### src/rtl/ab_parallel_merge.sv
// ab_parallel_merge: merges policy_a/policy_b enforced A/B outputs (AND),
// watches for divergence with an AGREE/DIVERGE/LOCKOUT FSM, and logs
// recovery refs in a small FIFO drained by a valid/ready handshake.
// Ports: clk, reset (sync, active-high); A/B_ctp_policy_a/b in;
//   ab_policy_a/b_recovery_ref[1:0] in; A/B_ctp_final, merge_state[1:0],
//   fault, conflict_count[CNT_W-1:0] out; log_valid, log_data[3:0] out,
//   log_ready in; log_overflow out (sticky).
// Option: define AB_MERGE_STATS_EN to add rec_count_a/rec_count_b outputs.
module ab_parallel_merge #(
    parameter int DIVERGE_LIMIT = 4,
    parameter int RESYNC_CYCLES = 3,
    parameter int LOG_DEPTH     = 4,
    parameter int CNT_W         = 8
) (
    input  logic             clk,
    input  logic             reset,
    input  logic             A_ctp_policy_a,
    input  logic             B_ctp_policy_a,
    input  logic             A_ctp_policy_b,
    input  logic             B_ctp_policy_b,
    input  logic [1:0]       ab_policy_a_recovery_ref,
    input  logic [1:0]       ab_policy_b_recovery_ref,
    output logic             A_ctp_final,
    output logic             B_ctp_final,
    output logic [1:0]       merge_state,
    output logic             fault,
    output logic [CNT_W-1:0] conflict_count,
    output logic             log_valid,
    output logic [3:0]       log_data,
    input  logic             log_ready,
    output logic             log_overflow
`ifdef AB_MERGE_STATS_EN
    ,
    output logic [CNT_W-1:0] rec_count_a,
    output logic [CNT_W-1:0] rec_count_b
`endif
);

    localparam int DW = $clog2(DIVERGE_LIMIT + 1);
    localparam int SW = $clog2(RESYNC_CYCLES + 1);
    localparam int AW = $clog2(LOG_DEPTH);

    typedef enum logic [1:0] {
        AGREE   = 2'd0,
        DIVERGE = 2'd1,
        LOCKOUT = 2'd2
    } state_t;

    state_t        state;
    logic [DW-1:0] div_cnt;
    logic [SW-1:0] sync_cnt;
    logic          dis;

    assign dis = (A_ctp_policy_a != A_ctp_policy_b)
               | (B_ctp_policy_a != B_ctp_policy_b);

    assign merge_state = state;
    assign fault       = (state == LOCKOUT);

    always_ff @(posedge clk) begin
        if (reset) begin
            state          <= AGREE;
            div_cnt        <= '0;
            sync_cnt       <= '0;
            A_ctp_final    <= 1'b0;
            B_ctp_final    <= 1'b0;
            conflict_count <= '0;
        end else begin
            A_ctp_final <= (state != LOCKOUT) & A_ctp_policy_a & A_ctp_policy_b;
            B_ctp_final <= (state != LOCKOUT) & B_ctp_policy_a & B_ctp_policy_b;
            if (dis && conflict_count != {CNT_W{1'b1}})
                conflict_count <= conflict_count + 1'b1;
            unique case (state)
                AGREE: begin
                    if (dis) begin
                        if (DIVERGE_LIMIT == 1) begin
                            state    <= LOCKOUT;
                            sync_cnt <= '0;
                        end else begin
                            state   <= DIVERGE;
                            div_cnt <= DW'(1);
                        end
                    end
                end
                DIVERGE: begin
                    if (!dis) begin
                        state   <= AGREE;
                        div_cnt <= '0;
                    end else if (div_cnt == DW'(DIVERGE_LIMIT - 1)) begin
                        state    <= LOCKOUT;
                        div_cnt  <= '0;
                        sync_cnt <= '0;
                    end else begin
                        div_cnt <= div_cnt + 1'b1;
                    end
                end
                LOCKOUT: begin
                    // Any disagreement restarts the resync window.
                    if (dis) begin
                        sync_cnt <= '0;
                    end else if (sync_cnt == SW'(RESYNC_CYCLES - 1)) begin
                        state    <= AGREE;
                        sync_cnt <= '0;
                    end else begin
                        sync_cnt <= sync_cnt + 1'b1;
                    end
                end
                default: begin
                    state <= AGREE;
                end
            endcase
        end
    end

    // Recovery log FIFO
    logic [3:0]    mem [LOG_DEPTH];
    logic [AW-1:0] wr_ptr;
    logic [AW-1:0] rd_ptr;
    logic [AW:0]   count;
    logic          push_req;
    logic          push;
    logic          pop;
    logic          full;

    assign push_req  = (ab_policy_a_recovery_ref != 2'd0)
                     | (ab_policy_b_recovery_ref != 2'd0);
    assign log_valid = (count != '0);
    assign full      = (count == (AW + 1)'(LOG_DEPTH));
    assign pop       = log_valid & log_ready;
    // A same-cycle pop frees the slot, so a push into a full FIFO still lands.
    assign push      = push_req & (!full | pop);
    assign log_data  = log_valid ? mem[rd_ptr] : 4'd0;

    always_ff @(posedge clk) begin
        if (push)
            mem[wr_ptr] <= {ab_policy_a_recovery_ref, ab_policy_b_recovery_ref};
    end

    always_ff @(posedge clk) begin
        if (reset) begin
            wr_ptr       <= '0;
            rd_ptr       <= '0;
            count        <= '0;
            log_overflow <= 1'b0;
        end else begin
            if (push)
                wr_ptr <= wr_ptr + 1'b1;
            if (pop)
                rd_ptr <= rd_ptr + 1'b1;
            unique case ({push, pop})
                2'b10:   count <= count + 1'b1;
                2'b01:   count <= count - 1'b1;
                default: count <= count;
            endcase
            if (push_req && full && !pop)
                log_overflow <= 1'b1;
        end
    end

`ifdef AB_MERGE_STATS_EN
    always_ff @(posedge clk) begin
        if (reset) begin
            rec_count_a <= '0;
            rec_count_b <= '0;
        end else begin
            if (ab_policy_a_recovery_ref != 2'd0 && rec_count_a != {CNT_W{1'b1}})
                rec_count_a <= rec_count_a + 1'b1;
            if (ab_policy_b_recovery_ref != 2'd0 && rec_count_b != {CNT_W{1'b1}})
                rec_count_b <= rec_count_b + 1'b1;
        end
    end
`endif

endmodule

### config.mk
export PLATFORM = sky130hd
export DESIGN_NAME = ab_parallel_merge
export DESIGN_NICKNAME = d
export VERILOG_FILES = /design/src/rtl/ab_parallel_merge.sv
export SDC_FILE = /design/constraint.sdc
export NUM_CORES = 1
export LEC_CHECK = 0
export CORE_MARGIN = 2
export CORE_UTILIZATION = 49
export CTS_CLUSTER_DIAMETER = 60
export DETAILED_ROUTE_END_ITERATION = 16
export DONT_BUFFER_PORTS = 1
export SYNTH_ARGS = -nofsm -noshare
export SYNTH_HDL_FRONTEND = slang
export SYNTH_SLANG_ARGS = --single-unit
### constraint.sdc
create_clock -name clk -period 2.28 [get_ports clk]
set_clock_uncertainty 0.05 [all_clocks]
set_input_delay 0.114 -clock clk [delete_from_list [all_inputs] [get_ports clk]]
set_output_delay 0.114 -clock clk [all_outputs]
set_load 0.01 [all_outputs]
### Yosys cells after proc, flatten, opt, wreduce, memory -nomap -nowiden

Memory sizes are Yosys's and may differ from the RTL's. A register that Yosys moved wholly into a read port is not among the register bits.
Index checks and enable logic that the tools add are counted.

* memories: 1
* register bits after elaboration: 25
* RAM bits: 16
* output and inout port bits: 19
* bits of input ports: 11

Memories
* mem: words 4, width 4, read ports 1, clocked after Yosys merged registers in 1, write ports 1, RTL line 116 `logic [3:0] mem [LOG_DEPTH];`

* add/subtract/negate cells: 7
* reduce and logical (&&, ||, !) cells: 15
* muxes and demuxes: 21
* equality and inequality tests: 17
* bitwise logic cells: 9

Operators by type and width (count)
* $mux W2: 11
* $pmux W3 S2: 2
* $ne A2 B2 Y1 const B: 5
* $reduce_bool A2 Y1: 5
* $mux W3: 3
* $add A8 B1 Y8 const B: 1
* $ne A8 B8 Y1 const B: 1
* $add A2 B1 Y2 const B: 3
* $add A3 B1 Y3 const B: 2
* $and A1 B1 Y1: 6
* $eq A2 B2 Y1 const B: 3
* $pmux W2 S3: 1
* $eq A2 B1 Y1 const B: 2
* $mux W4: 1
* $pmux W2 S2: 1
* $reduce_and A4 Y1: 1
* $eq A3 B2 Y1 const B: 1
* $eq A3 B3 Y1 const B: 1
* $logic_and A1 B1 Y1: 3
* $ne A3 B3 Y1 const B: 1
* $or A1 B1 Y1: 3
* $reduce_and A3 Y1: 1
* $reduce_bool A3 Y1: 1
* $sub A3 B1 Y3 const B: 1
* 6 further kinds: 9

### Depth between registers and ports, before layout

Gate-level depths: netlist of run 1.

* word-level depth: 6
* mapped depth: 7
* mapped depth without buffers: 6

### Worst setup path after synthesis of run 1

OpenSTA, ideal clock, no wires.

* kind: flip-flop to flip-flop
* start point: register count[0]
* end point: register count[2]
* period minus slack after synthesis: 2102 ps
* buffers on the path: 1
* stages on the path, launching flop included: 8
* arrival time: 1920 ps
* data required time: 2098 ps
* path slack: 178 ps
* setup time: 132 ps
* cell sequence: dfxtp_1 > or3_1 > clkbuf_1 > nand3_1 > fa_1 > or3_1 > a31oi_1 > a21oi_1

* word-level cells in the longest chain between the ends: 6
* elaborated cells between the ends (all ways): 12
* classes of those cells: add/sub: 2; eq/ne: 3; mux: 1; bitwise: 3; reduce/logical: 3

Ends and longest elaborated chain
* start: declaration: RTL line 119 `logic [AW:0] count;`
* start signal: assignment: RTL line 151 `2'b10: count <= count + 1'b1;`
* start signal: assignment: RTL line 152 `2'b01: count <= count - 1'b1;`
* start signal: assignment: RTL line 153 `default: count <= count;`
* $reduce_bool A3 Y1 (*): RTL line 127 `assign log_valid = (count != '0);`
* net log_valid: RTL line 28 `output logic log_valid,`
* $and A1 B1 Y1 (*): RTL line 129 `assign pop = log_valid & log_ready;`
* $or A1 B1 Y1: RTL line 131 `assign push = push_req & (!full | pop);`
* $and A1 B1 Y1: RTL line 131
* $eq A2 B1 Y1 or $eq A2 B2 Y1 (tied branches): RTL line 150 `unique case ({push, pop})`
* $pmux W3 S2 or $reduce_bool A2 Y1 (tied branches)

The timed path passes the listed nets; every way through them passes the cells marked *.
A chain may end at the register's enable or synchronous reset.

### Worst setup path after layout of run 1

* start point: register count[0]
* end point: register count[2]

* word-level cells in the longest chain between the ends: 6
* elaborated cells between the ends (all ways): 12
* classes of those cells: add/sub: 2; eq/ne: 3; mux: 1; bitwise: 3; reduce/logical: 3

Ends and longest elaborated chain (RTL line)
* $eq A3 B3 Y1 or $reduce_bool A3 Y1 (tied branches): 128, 127
* $logic_not A1 Y1 or $and A1 B1 Y1 (tied branches): 131, 129
* $or A1 B1 Y1: 131
* $and A1 B1 Y1: 131
* $eq A2 B1 Y1 or $eq A2 B2 Y1 (tied branches): 150
* $pmux W3 S2 or $reduce_bool A2 Y1 (tied branches)

Several ways; a longest one is shown, not always the timed one.

==> results of run 1 <==
==> critical path, cell delays in order, from the launching register on <==
cell	delay, ps
sky130_fd_sc_hd__dfxtp_1	460
sky130_fd_sc_hd__or3_1	180
sky130_fd_sc_hd__nand3_1	100
sky130_fd_sc_hd__fa_1	440
sky130_fd_sc_hd__or3_1	380
sky130_fd_sc_hd__a31oi_1	180
sky130_fd_sc_hd__a21oi_1	80
==> placed cells by master, fill, tap and decap left out, drive strengths merged, types with 2 or more instances in the layout <==
master,count
a21o,2
a21oi,14
a221oi,2
a31oi,3
and2,8
buf,2
bufinv,2
clkbuf,5
dfxtp,27
dlygate4sd3,9
edfxtp,16
ha,10
inv,11
mux4,4
nand2,8
nand2b,7
nand3,9
nand3b,2
nand4,2
nor2,12
nor2b,2
nor3,2
nor4,6
nor4b,2
o2111ai,3
o21ai,7
o31ai,3
or3,5
or4,4
xnor2,5
xor2,5
==> cell type report <==
type | instances | share of cell area, %
Tap cell | 50 | 2.604
Inverter | 11 | 1.719
Timing Repair Buffer | 11 | 4.375
Clock buffer | 5 | 2.865
Clock inverter | 3 | 2.813
Sequential cell | 43 | 42.50
Multi-Input combinational cell | 137 | 43.12
==> through the flow <==
step / setup WS (ps) / utilization (%) / hold WS [ps]
floorplan: 178.2 / - / 162.9
global placement: 413.3 / 53.25 / 136.7
detailed placement: 323.8 / 53.25 / 138.1
CTS: 269.9 / 58.79 / 9.044
global route: 100.7 / 58.79 / 31.55
finish: 253.1 / 58.79 / 18.67
==> metal layers <==
layer  vias up  track usage, %
li1        750               -
met1       723           19.39
met2        38           30.37
met3         4           4.473
met4         0           8.120
met5         -               0
==> synthesized netlist by cell type (2+ instances only) <==
cell type	n
sky130_fd_sc_hd__o2111ai_1	3
sky130_fd_sc_hd__nand2_1	8
sky130_fd_sc_hd__inv_1	11
sky130_fd_sc_hd__or3_1	5
sky130_fd_sc_hd__xnor2_1	5
sky130_fd_sc_hd__dfxtp_1	27
sky130_fd_sc_hd__mux4_2	4
sky130_fd_sc_hd__nor3_1	2
sky130_fd_sc_hd__ha_1	10
sky130_fd_sc_hd__o21ai_0	7
sky130_fd_sc_hd__and2_1	8
sky130_fd_sc_hd__nand3_1	9
sky130_fd_sc_hd__nand2b_1	7
sky130_fd_sc_hd__nand3b_1	2
sky130_fd_sc_hd__nor4b_1	2
sky130_fd_sc_hd__a31oi_1	3
sky130_fd_sc_hd__nor2b_1	2
sky130_fd_sc_hd__nor4_2	2
sky130_fd_sc_hd__o31ai_1	3
sky130_fd_sc_hd__xor2_1	3
sky130_fd_sc_hd__nor4_1	3
sky130_fd_sc_hd__edfxtp_1	16
sky130_fd_sc_hd__nand4_1	2
sky130_fd_sc_hd__clkbuf_1	5
sky130_fd_sc_hd__or4_1	4
sky130_fd_sc_hd__xor2_2	2
sky130_fd_sc_hd__a21oi_1	14
sky130_fd_sc_hd__nor2_1	12
==> registers in the layout, indices dropped and copies added, names as in the netlist, named ones only <==
| register | flops |
|---|---|
| sync_cnt | 2 |
| log_overflow | 1 |
| A_ctp_final | 1 |
| B_ctp_final | 1 |
| mem | 16 |
| rd_ptr | 2 |
| div_cnt | 3 |
| wr_ptr | 2 |
| conflict_count | 8 |
| merge_state | 2 |
| count | 3 |
==> path summary, 6_finish.rpt <==
path	slack, ps	from	cells after the start	to
min	20	log_ready	3	rd_ptr[0]$_SDFFE_PP0P_
max reg2reg	250	count[0]$_SDFFE_PP0P_	6	count[2]$_SDFFE_PP0P_
min reg2reg	400	div_cnt[2]$_SDFFE_PP0P_	2	div_cnt[2]$_SDFFE_PP0P_
max	250	count[0]$_SDFFE_PP0P_	6	count[2]$_SDFFE_PP0P_
==> repair_timing <==
item,CTS,global route
hold endpoints to repair,43,0
setup buffers,0,0
hold buffers,9,0
setup endpoints to repair,0,0
==> where the power goes <==
group          leakage [nW]  switching (W)  internal [W]  total (W)
logic                 0.377       0.000331      0.000272   0.000603
registers             0.370      0.0000999      0.000907    0.00101
clock network        0.0644       0.000257      0.000437   0.000694
==> cell families after synthesis <==
kind of cell / Yosys count / share of synthesized area (%)
muxes: 5 / 4.751
AOI/OAI and AO/OA: 40 / 12.38
xor gates and xnor gates: 10 / 4.809
buffers and inverters: 18 / 3.578
adders and majority gates: 11 / 6.804
and+or+nand+nor: 71 / 19.82
DFF: 43 / 47.86
==> results.rst, run 1 <==
.. list-table::
   :header-rows: 1

   * - Metric
     - Value
   * - Setup Viol. Count Final
     - 0
   * - Time the final worst path needs with I/O delays and setup
     - 2027 ps
   * - Endpoint required time on the critical path
     - 2360 ps
   * - Slew Viols, Final
     - 0
   * - EDFF count, synth
     - 16
   * - Number of standard cells after synthesis
     - around 200
   * - Post-Place Cell Area
     - ~0.0022 mm^2
   * - Cts repair resizes
     - 0
   * - Synthesized net count
     - 220
   * - Final wirelength
     - 4006 um
   * - Combined flip-flop and latch cell area
     - 0.001021 mm^2
   * - Largest fanout on the critical path
     - 8
   * - Overall die area
     - 0.004897 mm^2
   * - Total routed wire length on the met1 layer
     - 1714 um
   * - Met3 wire len
     - 197 um
   * - Vias
     - around 1500
   * - Netlist area before placement
     - roughly 0.0021 mm^2
   * - Register area share after synthesis
     - between 40% and 50%
   * - Number of nets in the final layout
     - 231
   * - Initial core utilization
     - 52.20%
   * - Count of warnings emitted by yosys
     - 0
   * - Maximum level of the CTS H-tree
     - 2
   * - Max-Cap Viols
     - 0
   * - Final instance area
     - 0.002402 mm^2
   * - Worst Path Arrival
     - around 2100 ps
   * - Unrepaired setup endpoints after global routing
     - false
   * - Number of flip-flops and latches in the synthesized netlist
     - 43
   * - Main flop type after synthesis
     - sky130_fd_sc_hd__dfxtp_1
   * - Area of combinational cells with multiple inputs
     - 0.001036 mm^2
   * - TritonCTS clock tree
     - done
   * - Number of routed nets with antenna violations
     - 0
   * - Via count of the first global-routing pass
     - about 1500
   * - Category of the most critical setup path
     - register to register
   * - Kind of end point of the critical path
     - register
   * - Async S/R FF share, synth
     - 0%
   * - Number of distinct library cells after synthesis
     - 45
   * - Yosys top cell by area
     - sky130_fd_sc_hd__dfxtp_1
   * - Top cells by area in the synthesized netlist
     - sky130_fd_sc_hd__dfxtp_1 25%, sky130_fd_sc_hd__edfxtp_1 23%, sky130_fd_sc_hd__ha_1 5.9%
   * - Area share of the leading cell type in the synthesized netlist
     - 25.34%
   * - Maximum clock rate
     - 493.4 MHz
   * - Reg clk slew, reported paths
     - 80 ps
   * - Least-Margin Pin Slew
     - 1038 ps
   * - Share of the cycle needed by the critical path after routing
     - between 80% and 90%
   * - Wire length of the first global-routing pass
     - approximately 6800 um
   * - Number of instances in the placed design
     - 243
   * - Mean instance size in the synthesized netlist
     - roughly 11 um^2
   * - Number of antenna violations at the first check in global routing
     - 0
   * - Fraction of final layout cells sized beyond drive strength 1
     - between 10% and 20%
   * - Residual overflow from global routing
     - 0
   * - Power Total
     - 0.002303 W
   * - Number of hold violations in the final report
     - 0
   * - Number of standard cells in the layout, taps in and fillers out
     - between 200 and 300
   * - Root Buffer
     - sky130_fd_sc_hd__clkbuf_8
   * - Die X-Extent
     - 69.98 um
   * - Detailed placer's ending HPWL
     - 2886 um
   * - Status
     - complete, no violations
   * - Uppermost layer routed
     - met4
   * - Number of core rows
     - 23
   * - Launching element type of the critical path
     - register
   * - Number of buffers created by CTS
     - 5
   * - Worst min path class
     - input pin to register
   * - Leakage component of the power
     - 0.8112 nW
   * - Clock latency on the worst-skew pair
     - 290 ps
   * - Largest net degree at the start of global routing
     - 29
   * - Routability-driven placement congestion ratio
     - 0.8433
   * - Average wire per standard cell
     - around 15 um
   * - Diode insertion count for antenna repair
     - 0
   * - Number of design-rule violations left by the first detailed-router iteration
     - ~140
   * - Fill cells
     - about 350
   * - Setup tns final
     - 0 ps
   * - Total global routing track utilization
     - about 17%
   * - Detail-routed via count per cell
     - just under 6
   * - Core footprint
     - between 0.004 and 0.005 mm^2
   * - Remaining design rule violation count
     - 0
   * - CTS max path bufs
     - 2
   * - Port Buf Inserts
     - 0
   * - Power density of the placed cells
     - 958.8 mW/mm^2
   * - DRT Pass-1 Iters
     - 7
   * - Number of primary I/O pins
     - 30
   * - Met2 routed WL
     - around 2000 um
   * - Headroom to the max-slew limit
     - between 30 and 40%
   * - Relative area change from synthesis to final layout
     - 12.61%
   * - Number of clock sinks
     - 43
   * - Die Y-Extent
     - 69.98 um
   * - VDD IR-drop max
     - 399.1 uV
No activity file was read; power rests on OpenSTA's default activity.
==> run 2: changes to the inputs <==
--- a/config.mk
+++ b/config.mk
@@ -10,6 +10,7 @@
 export CTS_CLUSTER_DIAMETER = 60
 export DETAILED_ROUTE_END_ITERATION = 16
 export DONT_BUFFER_PORTS = 1
+export PLACE_DENSITY_LB_ADDON = 0.25
 export SYNTH_ARGS = -nofsm -noshare
 export SYNTH_HDL_FRONTEND = slang
 export SYNTH_SLANG_ARGS = --single-unit
==> results.rst, run 2 (same netlist as run 1, synthesis figures left out) <==
.. list-table::
   :header-rows: 1

   * - Metric
     - Value
   * - Status
     - complete, no violations
   * - Diode insertion count for antenna repair
     - 0 (unchanged)
   * - Number of nets in the final layout
     - 233 (+0.87%)
   * - Headroom to the max-slew limit
     - 32.73% (+2.1 points)
   * - Residual overflow from global routing
     - 0 (unchanged)
   * - Cell occurring most often along the worst timing path
     - sky130_fd_sc_hd__or3_1
   * - Cts repair resizes
     - 0 (unchanged)
   * - Final core area utilization
     - 58.24% (-0.55 points)
   * - Kind of end point of the critical path
     - register
   * - Root Buffer
     - sky130_fd_sc_hd__clkbuf_8
   * - CP cell instances
     - or3_1 -> nand3_1 -> fa_1 -> or3_1 -> a31oi_1 -> a21oi_1
   * - Launch point of the worst reg-to-reg path
     - count[0]$_SDFFE_PP0P_
   * - Die X-Extent
     - 69.98 um (unchanged)
   * - Worst Path Arrival
     - 2100 ps (about the same)
   * - Least-Margin Pin Slew
     - 1006 ps (-32.13 ps)
   * - Number of routed nets with antenna violations
     - 0 (unchanged)
   * - Number of clock sinks
     - 43 (unchanged)
   * - Largest fanout on the critical path
     - 8 (unchanged)
   * - Die Y-Extent
     - 69.98 um (unchanged)
   * - TritonCTS clock tree
     - done
   * - Maximum level of the CTS H-tree
     - 2 (unchanged)
   * - Worst min path class
     - input pin to register
   * - Top register by number of flip-flops
     - mem
   * - Number of antenna violations at the first check in global routing
     - 0 (unchanged)
   * - Vias
     - 1565 (+3.3%)
   * - Power density of the placed cells
     - 892.2 mW/mm^2 (-6.9%)
   * - Largest registers
     - mem: 16 flops, conflict_count: 8 flops
   * - CTS max path bufs
     - 2 (unchanged)
   * - Detail-routed via count per cell
     - 5.973 (+2.5%)
   * - Number of hold violations in the final report
     - 0 (unchanged)
   * - Maximum clock rate
     - 495.3 MHz (+0.39%)
   * - Share of the cycle needed by the critical path after routing
     - 88.55% (-0.35 points)
   * - Register-to-register setup slack
     - 260 ps (about the same)
   * - Time the final worst path needs with I/O delays and setup
     - 2019 ps (-7.908 ps)
   * - Number of core rows
     - 23 (unchanged)
   * - Reg clk slew, reported paths
     - 70 ps (about the same)
   * - Final wirelength
     - 4279 um (+6.8%)
   * - Routability-driven placement congestion ratio
     - 0.7902 (-6.3%)
   * - VDD IR-drop max
     - 431.0 uV (+8.0%)
   * - Number of primary I/O pins
     - 30 (unchanged)
   * - Category of the most critical setup path
     - register to register
   * - Most common cell after layout, fill and taps aside
     - sky130_fd_sc_hd__dfxtp_1
   * - Core footprint
     - 0.004086 mm^2 (unchanged)
   * - Wire length of the first global-routing pass
     - 7355 um (+8.7%)
   * - Remaining design rule violation count
     - 0 (unchanged)
   * - Unrepaired setup endpoints after global routing
     - false
   * - Destination of the critical timing path
     - count[2]$_SDFFE_PP0P_
   * - Leakage component of the power
     - 0.8080 nW (-0.39%)
   * - Fraction of final layout cells sized beyond drive strength 1
     - 10.85% (+0.37 points)
   * - DRT Pass-1 Iters
     - 4 (-3)
   * - Beginning of the critical path
     - count[0]$_SDFFE_PP0P_
   * - Via count of the first global-routing pass
     - 1548 (+1.2%)
   * - Slew Viols, Final
     - 0 (unchanged)
   * - Initial core utilization
     - 52.20% (unchanged)
   * - Clock latency on the worst-skew pair
     - 290 ps (about the same)
   * - Setup tns final
     - 0 ps (unchanged)
   * - Cell at the slowest stage of the critical path
     - sky130_fd_sc_hd__dfxtp_1
   * - Worst stage delay on the critical path
     - 450 ps (about the same)
   * - Number of design-rule violations left by the first detailed-router iteration
     - 110 (-19%)
   * - Setup Viol. Count Final
     - 0 (unchanged)
   * - Worst flop-to-flop path endpoint
     - count[2]$_SDFFE_PP0P_
   * - Endpoint required time on the critical path
     - 2360 ps (about the same)
   * - Overall die area
     - 0.004897 mm^2 (unchanged)
   * - Number of flip-flops under the largest register name
     - 16 (unchanged)
   * - Max-Cap Viols
     - 0 (unchanged)
   * - Total global routing track utilization
     - 18.97% (+1.7 points)
   * - Port Buf Inserts
     - 0 (unchanged)
   * - Average wire per standard cell
     - 16.33 um (+6.0%)
   * - Largest net degree at the start of global routing
     - 29 (unchanged)
   * - Launching element type of the critical path
     - register
   * - Worst R2R Path Depth
     - 6 (unchanged)
   * - Relative area change from synthesis to final layout
     - 11.55%
   * - Number of buffers created by CTS
     - 5 (unchanged)
   * - Commonest cells after routing, fill and taps aside
     - 27 x sky130_fd_sc_hd__dfxtp_1, 16 x sky130_fd_sc_hd__edfxtp_1, 14 x sky130_fd_sc_hd__a21oi_1
   * - Detailed placer's ending HPWL
     - 3024 um (+4.8%)
[run 2: cell types whose count changed in the layout (fill, tap and decap cells not counted), sizes merged]
cell | before | now
buf | 2 | 3
clkbuf | 5 | 6
inv | 11 | 12
clkinvlp | 1 | 0
clkinv | 0 | 1
bufinv | 2 | 0
dlygate4sd3 | 9 | 10
[run 2: area by class of cell]
cell class	instances	area [um^2]
multi-input combinational	137	1036
inverter	11	41.29
clock inverter	2	13.76
tap	50	62.56
timing repair buffer	13	122.6
clock buffer	6	82.58
fill	347	1707
sequential	43	1021
[run 2: where the power goes]
group	internal (W)	switching [W]	total [W]
combinational	0.000274	0.000339	0.000614
clock	0.000247	0.000254	0.000501
sequential	0.000907	0.000101	0.00101
total	0.00143	0.000694	0.00212
[run 2: repair_timing]
item / CTS / global route
hold buffers: 10 / 0
hold endpoints to repair: 43 / 0
setup endpoints to repair: 0 / 0
buffers inserted: 0 / 0
[run 2: worst min-delay path by stage]
stage	slack, ps	end	start	cells after the start
3_5_place_dp	140	count[2]$_SDFFE_PP0P_	reset	1
2_1_floorplan	160	mem[0][0]$_DFFE_PP_	ab_policy_b_recovery_ref[0]	0
6_report	30	count[1]$_SDFFE_PP0P_	log_ready	2
4_1_cts	20	count[1]$_SDFFE_PP0P_	log_ready	2
3_3_place_gp	140	merge_state[0]$_SDFFE_PP0P_	reset	1
5_1_grt	40	count[1]$_SDFFE_PP0P_	log_ready	2
[run 2: stage by stage]
stage               hold slack (ps)  cells  power [W]  area, um^2  worst slack, ps
floorplan                     162.9    198   0.001488        2133            178.2
global placement              137.4    244   0.001574        2183            415.2
detailed placement            140.6    244   0.001608        2183            324.8
CTS                           17.76    262   0.002138        2380            268.1
global route                  35.85    262   0.002275        2380            128.8
finish                        29.30    262   0.002123        2380            261.0
[run 2: layer usage]
metal / vias up / wire length (um) / part of all wire, % / global-route usage, %
li1: 755 / - / - / -
met1: 759 / 1840 / 43 / 23.45
met2: 47 / 2159 / 50 / 30.79
met3: 4 / 212 / 5.0 / 5.483
met4: 0 / 67 / 1.6 / 8.333
met5: - / 0 / 0 / 0
[run 2: worst max-delay path: cells and delay by family, from the launching register on]
family	cells	cell delay (ps)
DFF	1	450
adders and majority gates	1	440
AOI/OAI and AO/OA	2	260
and+or+nand+nor	3	660
